### config.mk
export PLATFORM = sky130hd
export DESIGN_NAME = stack_push_pop_sequencer_flat
export DESIGN_NICKNAME = d
export VERILOG_FILES = /design/src/rtl/stack_push_pop_sequencer_pkg.sv /design/src/rtl/stack_push_pop_sequencer_if.sv /design/src/rtl/stack_push_pop_sequencer_stack_pointer_unit.sv /design/src/rtl/stack_push_pop_sequencer.sv /design/src/flat_wrapper.sv
export SDC_FILE = /design/constraint.sdc
export NUM_CORES = 1
export LEC_CHECK = 0
export BUFFER_PORTS_ARGS = -buffer_cell sky130_fd_sc_hd__buf_2
export CAP_MARGIN = 20
export CORE_MARGIN = 5
export CORE_UTILIZATION = 51
export DETAILED_ROUTE_END_ITERATION = 8
export GPL_TIMING_DRIVEN = 1
export PLACE_DENSITY = 0.8
export SETUP_SLACK_MARGIN = 0.5
export SYNTH_ARGS = -nofsm -noshare
export SYNTH_HDL_FRONTEND = slang
export SYNTH_SLANG_ARGS = --single-unit
### constraint.sdc
create_clock -name clk -period 2.6 [get_ports clk]
set_input_delay 0.52 -clock clk [delete_from_list [all_inputs] [get_ports clk]]
set_output_delay 0.52 -clock clk [all_outputs]
set_load 0.005 [all_outputs]
### src/rtl/stack_push_pop_sequencer_pkg.sv
// Shared types and defaults for the stack push/pop sequencer.
// STACK_GUARD_EN enables stack overflow/underflow suppression.
package stack_push_pop_sequencer_pkg;

  localparam int unsigned ADDR_W_DEF = 16;
  localparam logic [15:0] SP_RESET_DEF = 16'hFFFF;
  localparam logic [15:0] SP_LIMIT_DEF = 16'hF000;

`ifdef STACK_GUARD_EN
  localparam bit GUARD_EN = 1'b1;
`else
  localparam bit GUARD_EN = 1'b0;
`endif

  typedef enum logic [3:0] {
    IDLE,
    PUSH_L,
    PUSH_H,
    PUSH_F,
    POP_F,
    POP_H,
    POP_L,
    WAIT_L,
    DONE
  } state_t;

  typedef enum logic [1:0] {
    OP_INT,
    OP_CALL,
    OP_RTI,
    OP_RET
  } op_t;

  // int > call > rti > ret; the caller guarantees one is high
  function automatic op_t pick_op(
    input logic i_int,
    input logic i_call,
    input logic i_rti
  );
    if (i_int) return OP_INT;
    if (i_call) return OP_CALL;
    if (i_rti) return OP_RTI;
    return OP_RET;
  endfunction

endpackage

### src/rtl/stack_push_pop_sequencer_if.sv
// Request, forwarding-mux and stack memory bundle of the sequencer.
// master = pipeline/memory side, slave = sequencer.
interface stack_push_pop_sequencer_if
  import stack_push_pop_sequencer_pkg::*;
#(
  parameter int unsigned ADDR_W = ADDR_W_DEF
);

  logic              int_req;
  logic              call_req;
  logic              rti_req;
  logic              ret_req;
  logic [15:0]       pc_l;
  logic [15:0]       pc_h;
  logic [15:0]       mem_rdata;
  logic [ADDR_W-1:0] mem_addr;
  logic              mem_we;
  logic              mem_re;
  logic              half_pc_sel;
  logic              flags_sel;
  logic              push_pc_flags;
  logic              stall;
  logic              pc_load;
  logic [31:0]       pc_value;
  logic              flags_load;
  logic [3:0]        flags_value;
  logic              done;
  logic              stack_err;

  modport master (
    output int_req, call_req, rti_req, ret_req,
    output pc_l, pc_h, mem_rdata,
    input  mem_addr, mem_we, mem_re,
    input  half_pc_sel, flags_sel, push_pc_flags,
    input  stall, pc_load, pc_value,
    input  flags_load, flags_value,
    input  done, stack_err
  );

  modport slave (
    input  int_req, call_req, rti_req, ret_req,
    input  pc_l, pc_h, mem_rdata,
    output mem_addr, mem_we, mem_re,
    output half_pc_sel, flags_sel, push_pc_flags,
    output stall, pc_load, pc_value,
    output flags_load, flags_value,
    output done, stack_err
  );

endinterface

### src/rtl/stack_push_pop_sequencer_stack_pointer_unit.sv
// Stack pointer register with inc/dec and the optional guard compares.
module stack_push_pop_sequencer_stack_pointer_unit
  import stack_push_pop_sequencer_pkg::*;
#(
  parameter int unsigned       ADDR_W   = ADDR_W_DEF,
  parameter logic [ADDR_W-1:0] SP_RESET = ADDR_W'(SP_RESET_DEF),
  parameter logic [ADDR_W-1:0] SP_LIMIT = ADDR_W'(SP_LIMIT_DEF)
) (
  input  logic              clk,
  input  logic              rst_n,
  input  logic              i_inc,
  input  logic              i_dec,
  output logic [ADDR_W-1:0] o_sp,
  output logic [ADDR_W-1:0] o_sp_inc,
  output logic              o_push_blk,
  output logic              o_pop_blk
);

  logic [ADDR_W-1:0] r_sp;

  // modulo 2^ADDR_W arithmetic: wrap is natural
  always_ff @(posedge clk or negedge rst_n) begin
    if (!rst_n) begin
      r_sp <= SP_RESET;
    end else if (i_dec) begin
      r_sp <= r_sp - ADDR_W'(1);
    end else if (i_inc) begin
      r_sp <= r_sp + ADDR_W'(1);
    end
  end

  assign o_sp       = r_sp;
  assign o_sp_inc   = r_sp + ADDR_W'(1);
  assign o_push_blk = GUARD_EN && (r_sp < SP_LIMIT);
  assign o_pop_blk  = GUARD_EN && (r_sp == SP_RESET);

endmodule

### src/rtl/stack_push_pop_sequencer.sv
// CALL/INT push and RET/RTI pop sequencer for PC and flags.
// STACK_GUARD_EN adds sticky stack_err and suppressed accesses.
module stack_push_pop_sequencer
  import stack_push_pop_sequencer_pkg::*;
#(
  parameter int unsigned       ADDR_W   = ADDR_W_DEF,
  parameter logic [ADDR_W-1:0] SP_RESET = ADDR_W'(SP_RESET_DEF),
  parameter logic [ADDR_W-1:0] SP_LIMIT = ADDR_W'(SP_LIMIT_DEF)
) (
  input logic                       clk,
  input logic                       rst_n,
  stack_push_pop_sequencer_if.slave bus
);

  state_t            r_state;
  state_t            w_next;
  op_t               r_op;
  op_t               w_op;
  logic              w_any_req;
  logic [ADDR_W-1:0] w_sp;
  logic [ADDR_W-1:0] w_sp_inc;
  logic              w_push_blk;
  logic              w_pop_blk;
  logic              w_is_push;
  logic              w_is_pop;

  logic              w_we;
  logic              w_re;
  logic              w_half;
  logic              w_fsel;
  logic              w_push;
  logic              w_inc;
  logic              w_dec;
  logic              w_pc_load;
  logic              w_flags_load;
  logic              w_done;
  logic [ADDR_W-1:0] w_addr;

  logic [15:0]       r_pc_h;
  logic [31:0]       r_pc_value;
  logic [3:0]        r_flags_value;

  stack_push_pop_sequencer_stack_pointer_unit #(
    .ADDR_W   (ADDR_W),
    .SP_RESET (SP_RESET),
    .SP_LIMIT (SP_LIMIT)
  ) u_spu (
    .clk        (clk),
    .rst_n      (rst_n),
    .i_inc      (w_inc),
    .i_dec      (w_dec),
    .o_sp       (w_sp),
    .o_sp_inc   (w_sp_inc),
    .o_push_blk (w_push_blk),
    .o_pop_blk  (w_pop_blk)
  );

  // reset also masks acceptance so stall is 0 while rst_n is low
  assign w_any_req = rst_n & (bus.int_req | bus.call_req |
                              bus.rti_req | bus.ret_req);
  assign w_op = pick_op(bus.int_req, bus.call_req, bus.rti_req);

  assign w_is_push = (r_state == PUSH_L) || (r_state == PUSH_H) ||
                     (r_state == PUSH_F);
  assign w_is_pop  = (r_state == POP_F) || (r_state == POP_H) ||
                     (r_state == POP_L);

  always_ff @(posedge clk or negedge rst_n) begin
    if (!rst_n) begin
      r_state <= IDLE;
      r_op    <= OP_INT;
    end else begin
      r_state <= w_next;
      if (r_state == IDLE && w_any_req) begin
        r_op <= w_op;
      end
    end
  end

  always_comb begin
    w_next = r_state;
    unique case (r_state)
      IDLE: begin
        if (w_any_req) begin
          unique case (w_op)
            OP_INT, OP_CALL: w_next = PUSH_L;
            OP_RTI:          w_next = POP_F;
            default:         w_next = POP_H;
          endcase
        end
      end
      PUSH_L: w_next = w_push_blk ? DONE : PUSH_H;
      PUSH_H: begin
        if (w_push_blk || r_op != OP_INT) begin
          w_next = DONE;
        end else begin
          w_next = PUSH_F;
        end
      end
      PUSH_F: w_next = DONE;
      POP_F:  w_next = w_pop_blk ? DONE : POP_H;
      POP_H:  w_next = w_pop_blk ? DONE : POP_L;
      POP_L:  w_next = w_pop_blk ? DONE : WAIT_L;
      WAIT_L: w_next = IDLE;
      DONE:   w_next = IDLE;
      default: w_next = IDLE;
    endcase
  end

  always_comb begin
    w_we         = 1'b0;
    w_re         = 1'b0;
    w_half       = 1'b0;
    w_fsel       = 1'b0;
    w_push       = 1'b0;
    w_inc        = 1'b0;
    w_dec        = 1'b0;
    w_pc_load    = 1'b0;
    w_flags_load = 1'b0;
    w_done       = 1'b0;
    w_addr       = w_sp;
    unique case (r_state)
      PUSH_L, PUSH_H, PUSH_F: begin
        w_we   = !w_push_blk;
        w_push = !w_push_blk;
        w_dec  = !w_push_blk;
        w_half = !w_push_blk && (r_state == PUSH_H);
        w_fsel = !w_push_blk && (r_state == PUSH_F);
      end
      POP_F, POP_H, POP_L: begin
        w_re   = !w_pop_blk;
        w_inc  = !w_pop_blk;
        w_addr = w_sp_inc;
        // POP_H sees the word read in POP_F: the flags
        w_flags_load = !w_pop_blk && (r_state == POP_H) &&
                       (r_op == OP_RTI);
      end
      WAIT_L: begin
        w_pc_load = 1'b1;
        w_done    = 1'b1;
      end
      DONE: w_done = 1'b1;
      default: ;
    endcase
  end

  always_ff @(posedge clk or negedge rst_n) begin
    if (!rst_n) begin
      r_pc_h        <= '0;
      r_pc_value    <= '0;
      r_flags_value <= '0;
    end else begin
      if (r_state == POP_L) begin
        r_pc_h <= bus.mem_rdata;
      end
      if (w_pc_load) begin
        r_pc_value <= {r_pc_h, bus.mem_rdata};
      end
      if (w_flags_load) begin
        r_flags_value <= bus.mem_rdata[3:0];
      end
    end
  end

`ifdef STACK_GUARD_EN
  logic r_err;
  logic w_err_set;

  assign w_err_set = (w_is_push && w_push_blk) ||
                     (w_is_pop && w_pop_blk);

  always_ff @(posedge clk or negedge rst_n) begin
    if (!rst_n) begin
      r_err <= 1'b0;
    end else if (w_err_set) begin
      r_err <= 1'b1;
    end
  end

  assign bus.stack_err = r_err;
`else
  assign bus.stack_err = 1'b0;
`endif

  assign bus.mem_addr      = w_addr;
  assign bus.mem_we        = w_we;
  assign bus.mem_re        = w_re;
  assign bus.half_pc_sel   = w_half;
  assign bus.flags_sel     = w_fsel;
  assign bus.push_pc_flags = w_push;
  assign bus.stall         = (r_state != IDLE) || w_any_req;
  assign bus.pc_load       = w_pc_load;
  assign bus.pc_value      = w_pc_load ?
                             {r_pc_h, bus.mem_rdata} : r_pc_value;
  assign bus.flags_load    = w_flags_load;
  assign bus.flags_value   = w_flags_load ?
                             bus.mem_rdata[3:0] : r_flags_value;
  assign bus.done          = w_done;

endmodule
### src/flat_wrapper.sv
// flat-port wrapper written by rule: the top's interface ports become plain ports
module stack_push_pop_sequencer_flat import stack_push_pop_sequencer_pkg::*;
#(
  parameter int unsigned       ADDR_W   = ADDR_W_DEF,
  parameter logic [ADDR_W-1:0] SP_RESET = ADDR_W'(SP_RESET_DEF),
  parameter logic [ADDR_W-1:0] SP_LIMIT = ADDR_W'(SP_LIMIT_DEF)
)
  (clk, rst_n, bus_int_req, bus_call_req, bus_rti_req, bus_ret_req, bus_pc_l, bus_pc_h, bus_mem_rdata, bus_mem_addr, bus_mem_we, bus_mem_re, bus_half_pc_sel, bus_flags_sel, bus_push_pc_flags, bus_stall, bus_pc_load, bus_pc_value, bus_flags_load, bus_flags_value, bus_done, bus_stack_err);
  stack_push_pop_sequencer_if #(.ADDR_W(ADDR_W)) bus_i ();
  input logic clk;
  input logic rst_n;
  input wire logic [$bits(bus_i.int_req)-1:0] bus_int_req;
  input wire logic [$bits(bus_i.call_req)-1:0] bus_call_req;
  input wire logic [$bits(bus_i.rti_req)-1:0] bus_rti_req;
  input wire logic [$bits(bus_i.ret_req)-1:0] bus_ret_req;
  input wire logic [$bits(bus_i.pc_l)-1:0] bus_pc_l;
  input wire logic [$bits(bus_i.pc_h)-1:0] bus_pc_h;
  input wire logic [$bits(bus_i.mem_rdata)-1:0] bus_mem_rdata;
  output wire logic [$bits(bus_i.mem_addr)-1:0] bus_mem_addr;
  output wire logic [$bits(bus_i.mem_we)-1:0] bus_mem_we;
  output wire logic [$bits(bus_i.mem_re)-1:0] bus_mem_re;
  output wire logic [$bits(bus_i.half_pc_sel)-1:0] bus_half_pc_sel;
  output wire logic [$bits(bus_i.flags_sel)-1:0] bus_flags_sel;
  output wire logic [$bits(bus_i.push_pc_flags)-1:0] bus_push_pc_flags;
  output wire logic [$bits(bus_i.stall)-1:0] bus_stall;
  output wire logic [$bits(bus_i.pc_load)-1:0] bus_pc_load;
  output wire logic [$bits(bus_i.pc_value)-1:0] bus_pc_value;
  output wire logic [$bits(bus_i.flags_load)-1:0] bus_flags_load;
  output wire logic [$bits(bus_i.flags_value)-1:0] bus_flags_value;
  output wire logic [$bits(bus_i.done)-1:0] bus_done;
  output wire logic [$bits(bus_i.stack_err)-1:0] bus_stack_err;
  assign bus_i.int_req = bus_int_req;
  assign bus_i.call_req = bus_call_req;
  assign bus_i.rti_req = bus_rti_req;
  assign bus_i.ret_req = bus_ret_req;
  assign bus_i.pc_l = bus_pc_l;
  assign bus_i.pc_h = bus_pc_h;
  assign bus_i.mem_rdata = bus_mem_rdata;
  assign bus_mem_addr = bus_i.mem_addr;
  assign bus_mem_we = bus_i.mem_we;
  assign bus_mem_re = bus_i.mem_re;
  assign bus_half_pc_sel = bus_i.half_pc_sel;
  assign bus_flags_sel = bus_i.flags_sel;
  assign bus_push_pc_flags = bus_i.push_pc_flags;
  assign bus_stall = bus_i.stall;
  assign bus_pc_load = bus_i.pc_load;
  assign bus_pc_value = bus_i.pc_value;
  assign bus_flags_load = bus_i.flags_load;
  assign bus_flags_value = bus_i.flags_value;
  assign bus_done = bus_i.done;
  assign bus_stack_err = bus_i.stack_err;
  stack_push_pop_sequencer #(.ADDR_W(ADDR_W), .SP_RESET(SP_RESET), .SP_LIMIT(SP_LIMIT)) u_core (.clk(clk), .rst_n(rst_n), .bus(bus_i));
endmodule
==> qor.txt <==
status = finished with violations
failing checks = setup timing
Port-buffer cells = 82
TNS Setup = -1.32 ns
nets = 590
critical path arrival = 2.31 ns
final WL = 14.8 mm
Area growth syn-to-layout = 74.6%
fmax = 353 MHz
H-tree Lvls = 3
Min-Delay Endpoint = u_core.r_pc_value[12]
CTS max path bufs = 2
ys flop type = dfrtp_1
Hold Fails Final Rpt = 0
hold depth = 3
antenna fix cells = 0
first-pass GRT wire length = 17.6 mm
Setup crit end kind = output port
Clk Latency, worst-skew pair = 0.36 ns
fin. max-slew vios = 0
fin crit period = 2.83 ns
# DRC = 0
RSZ-0062 raised after global routing = true
vias in the first global route = 3537
worst setup margin = -0.234 ns
Seq cells post-synth = 74
grt ovf = 0
Iter 0 DRT Violations = 321
WL per Instance = 23.3 um
reg2reg start = u_core.r_state[0]
Avg Inst Size Synth = 9.48 um^2
Tightest Pin Transition = 0.936 ns
Synth cell types = 51
CTS Buf Count = 9
Routed Antenna Nets = 0
core area = 6790 um^2
root buffer cell = clkbuf_8
Max-slew headroom = 0.376
Die Area = 8720 um^2
DR vias/cell = 5.95
Reg2Reg Depth = 13
Final Skew = 0.0108 ns
gr usage total = 0.261
YS warnings = 0
hold_sp = bus_mem_rdata[12]
CP Launch Type = flop
Cells after Synth = 374
Initial Utilization = 0.522
initial antenna violation count = 0
DR pass1 iterations = 5
total power = 8380 uW
gpl congestion = 0.879
P_leak = 0.00302 uW
Die W = 93.4 um
Peak VDD IR = 1.03 mV
# rows = 30
Final Cycle Share = 1.09
placed instance count = 538
sequential element share of the synthesized area = 0.528
CTS tree = done
Top Ports = 116
Syn Nets = 430
PwrDens = 1350 nW/um^2
Max-Cap Viols = 0
layout cells sized above 1 = 0.670
share of synthesized registers carrying an async set or reset = 1.00
largest net degree at the start of global routing = 75
Clock transition at path regs = 0.09 ns
hpwl dp = 5.72 mm
CP required = 2.08 ns
die height = 93.4 um
Syn Std Cell Area = 3550 um^2
Worst Setup Path Type = reg -> out
via count = 3778
Crit Path Max Fanout = 4
Post-synth EDFFs = 0
non-filler cells, final = 635
hold crit path type = in -> reg
FF-to-FF End = u_core.r_flags_value[2]
Worst R2R Setup Slack = 0.26 ns
CTS sink cnt = 74
Final Setup Violations = 8
-- report_power, final --
| part | internal [uW] | switching (uW) |
|---|---|---|
| clock network | 500 | 490 |
| logic | 2600 | 2420 |
| registers | 1790 | 582 |
| total | 4890 | 3490 |
-- synth_stat cells (3+ instances only) --
cell	n	share of area
nand2_1	120	0.13
dfrtp_1	58	0.41
xnor2_1	21	0.052
nor2_1	19	0.020
mux2_2	17	0.054
dfstp_2	16	0.12
clkbuf_1	12	0.013
nand3_1	10	0.014
nor3_1	10	0.014
a21oi_1	9	0.013
buf_2	9	0.013
xor2_1	7	0.017
inv_1	5	0.0053
nor4_1	5	0.0088
nand2b_1	4	0.0071
nand4_1	4	0.0071
a31oi_1	3	0.0053
-- cell type report --
| class | instances | area, um^2 |
|---|---|---|
| Fill cell | 228 | 601 |
| Inverter | 7 | 61.3 |
| Clock inverter | 5 | 60.1 |
| Tap cell | 96 | 120 |
| Clock buffer | 11 | 151 |
| Sequential cell | 74 | 1870 |
| Timing Repair Buffer | 173 | 1520 |
| Multi-Input combinational cell | 269 | 2410 |
-- sequential cells by signal (all words and copies together), names as in the netlist --
| name | count |
|---|---|
| u_core.r_flags_value | 4 |
| u_core.r_op | 2 |
| u_core.r_pc_h | 16 |
| u_core.r_pc_value | 32 |
| u_core.r_state | 4 |
| u_core.u_spu.o_sp | 16 |
-- metrics by stage --
step	instance area (um^2)	hold slack [ns]	setup slack, ns	util
2_1_floorplan	3630	0.224	0.325	-
4_1_cts	5250	0.386	-0.118	0.773
6_report	6190	0.416	-0.234	0.912
3_3_place_gp	4090	0.448	0.105	0.603
5_1_grt	6190	0.400	-0.287	0.912
3_5_place_dp	4090	0.454	0.0727	0.603
-- worst max-delay path by stage --
stage / slack [ns] / end / start
6_report: -0.23 / bus_mem_addr[9] / u_core.u_spu.o_sp[0]
5_1_grt: -0.29 / bus_mem_addr[15] / u_core.u_spu.o_sp[2]
4_1_cts: -0.12 / bus_mem_addr[15] / u_core.u_spu.o_sp[3]
3_5_place_dp: 0.07 / bus_mem_addr[9] / u_core.u_spu.o_sp[4]
3_3_place_gp: 0.11 / bus_mem_addr[9] / u_core.u_spu.o_sp[4]
2_1_floorplan: 0.33 / bus_mem_addr[15] / u_core.u_spu.o_sp[4]
-- cell usage in the layout, fill, tap and decap left out, drive strengths merged, types with 3 or more instances in the layout --
cell,instances
dfrtp,58
nor3,10
nand2,120
nand4,5
mux2,17
a31oi,3
nand2b,4
xnor2,21
nor2,19
inv,7
o21ai,3
nor4,7
nand3,10
clkinv,3
dfstp,16
buf,170
a21oi,9
clkbuf,14
xor2,7
-- layer usage --
layer  track usage  wire, um  part of all wire  vias to the layer above
li1              -         -                 -                     1564
met5             0         0                 0                        -
met4         0.121       818             0.055                        0
met2         0.452      7560              0.51                      271
met3        0.0499      1260             0.085                       76
met1         0.311      5160              0.35                     1867
-- critical path: stages, from the launching register on --
cell     delay [ns]
dfstp_2        0.58
buf_6          0.11
nand3_4        0.08
or4b_4         0.60
buf_4          0.18
nor2_4         0.10
xor2_1         0.18
buf_2          0.14
-- logic make-up (layout without fill, tap and decap cells) --
group           Yosys count  in the layout  synth area share
buf+inv                  31            196            0.0381
simple gates            190            190             0.243
compound gates           31             31            0.0600
xor+xnor                 28             28            0.0691
fa+ha+maj                 2              2           0.00705
mux                      17             17            0.0540
flops                    74             74             0.528
other cells               1              1           0.00106
-- what timing repair did --
item | CTS | global route
setup buffers | 33 | 42
hold buffers | 0 | 0
endpoints found under the setup margin | 58 | 68
hold endpoints to repair | 0 | 0
gates resized for setup | 179 | 111
gates cloned | 2 | 4
pin swaps | 26 | 50
(Power assumes the default switching activity.)
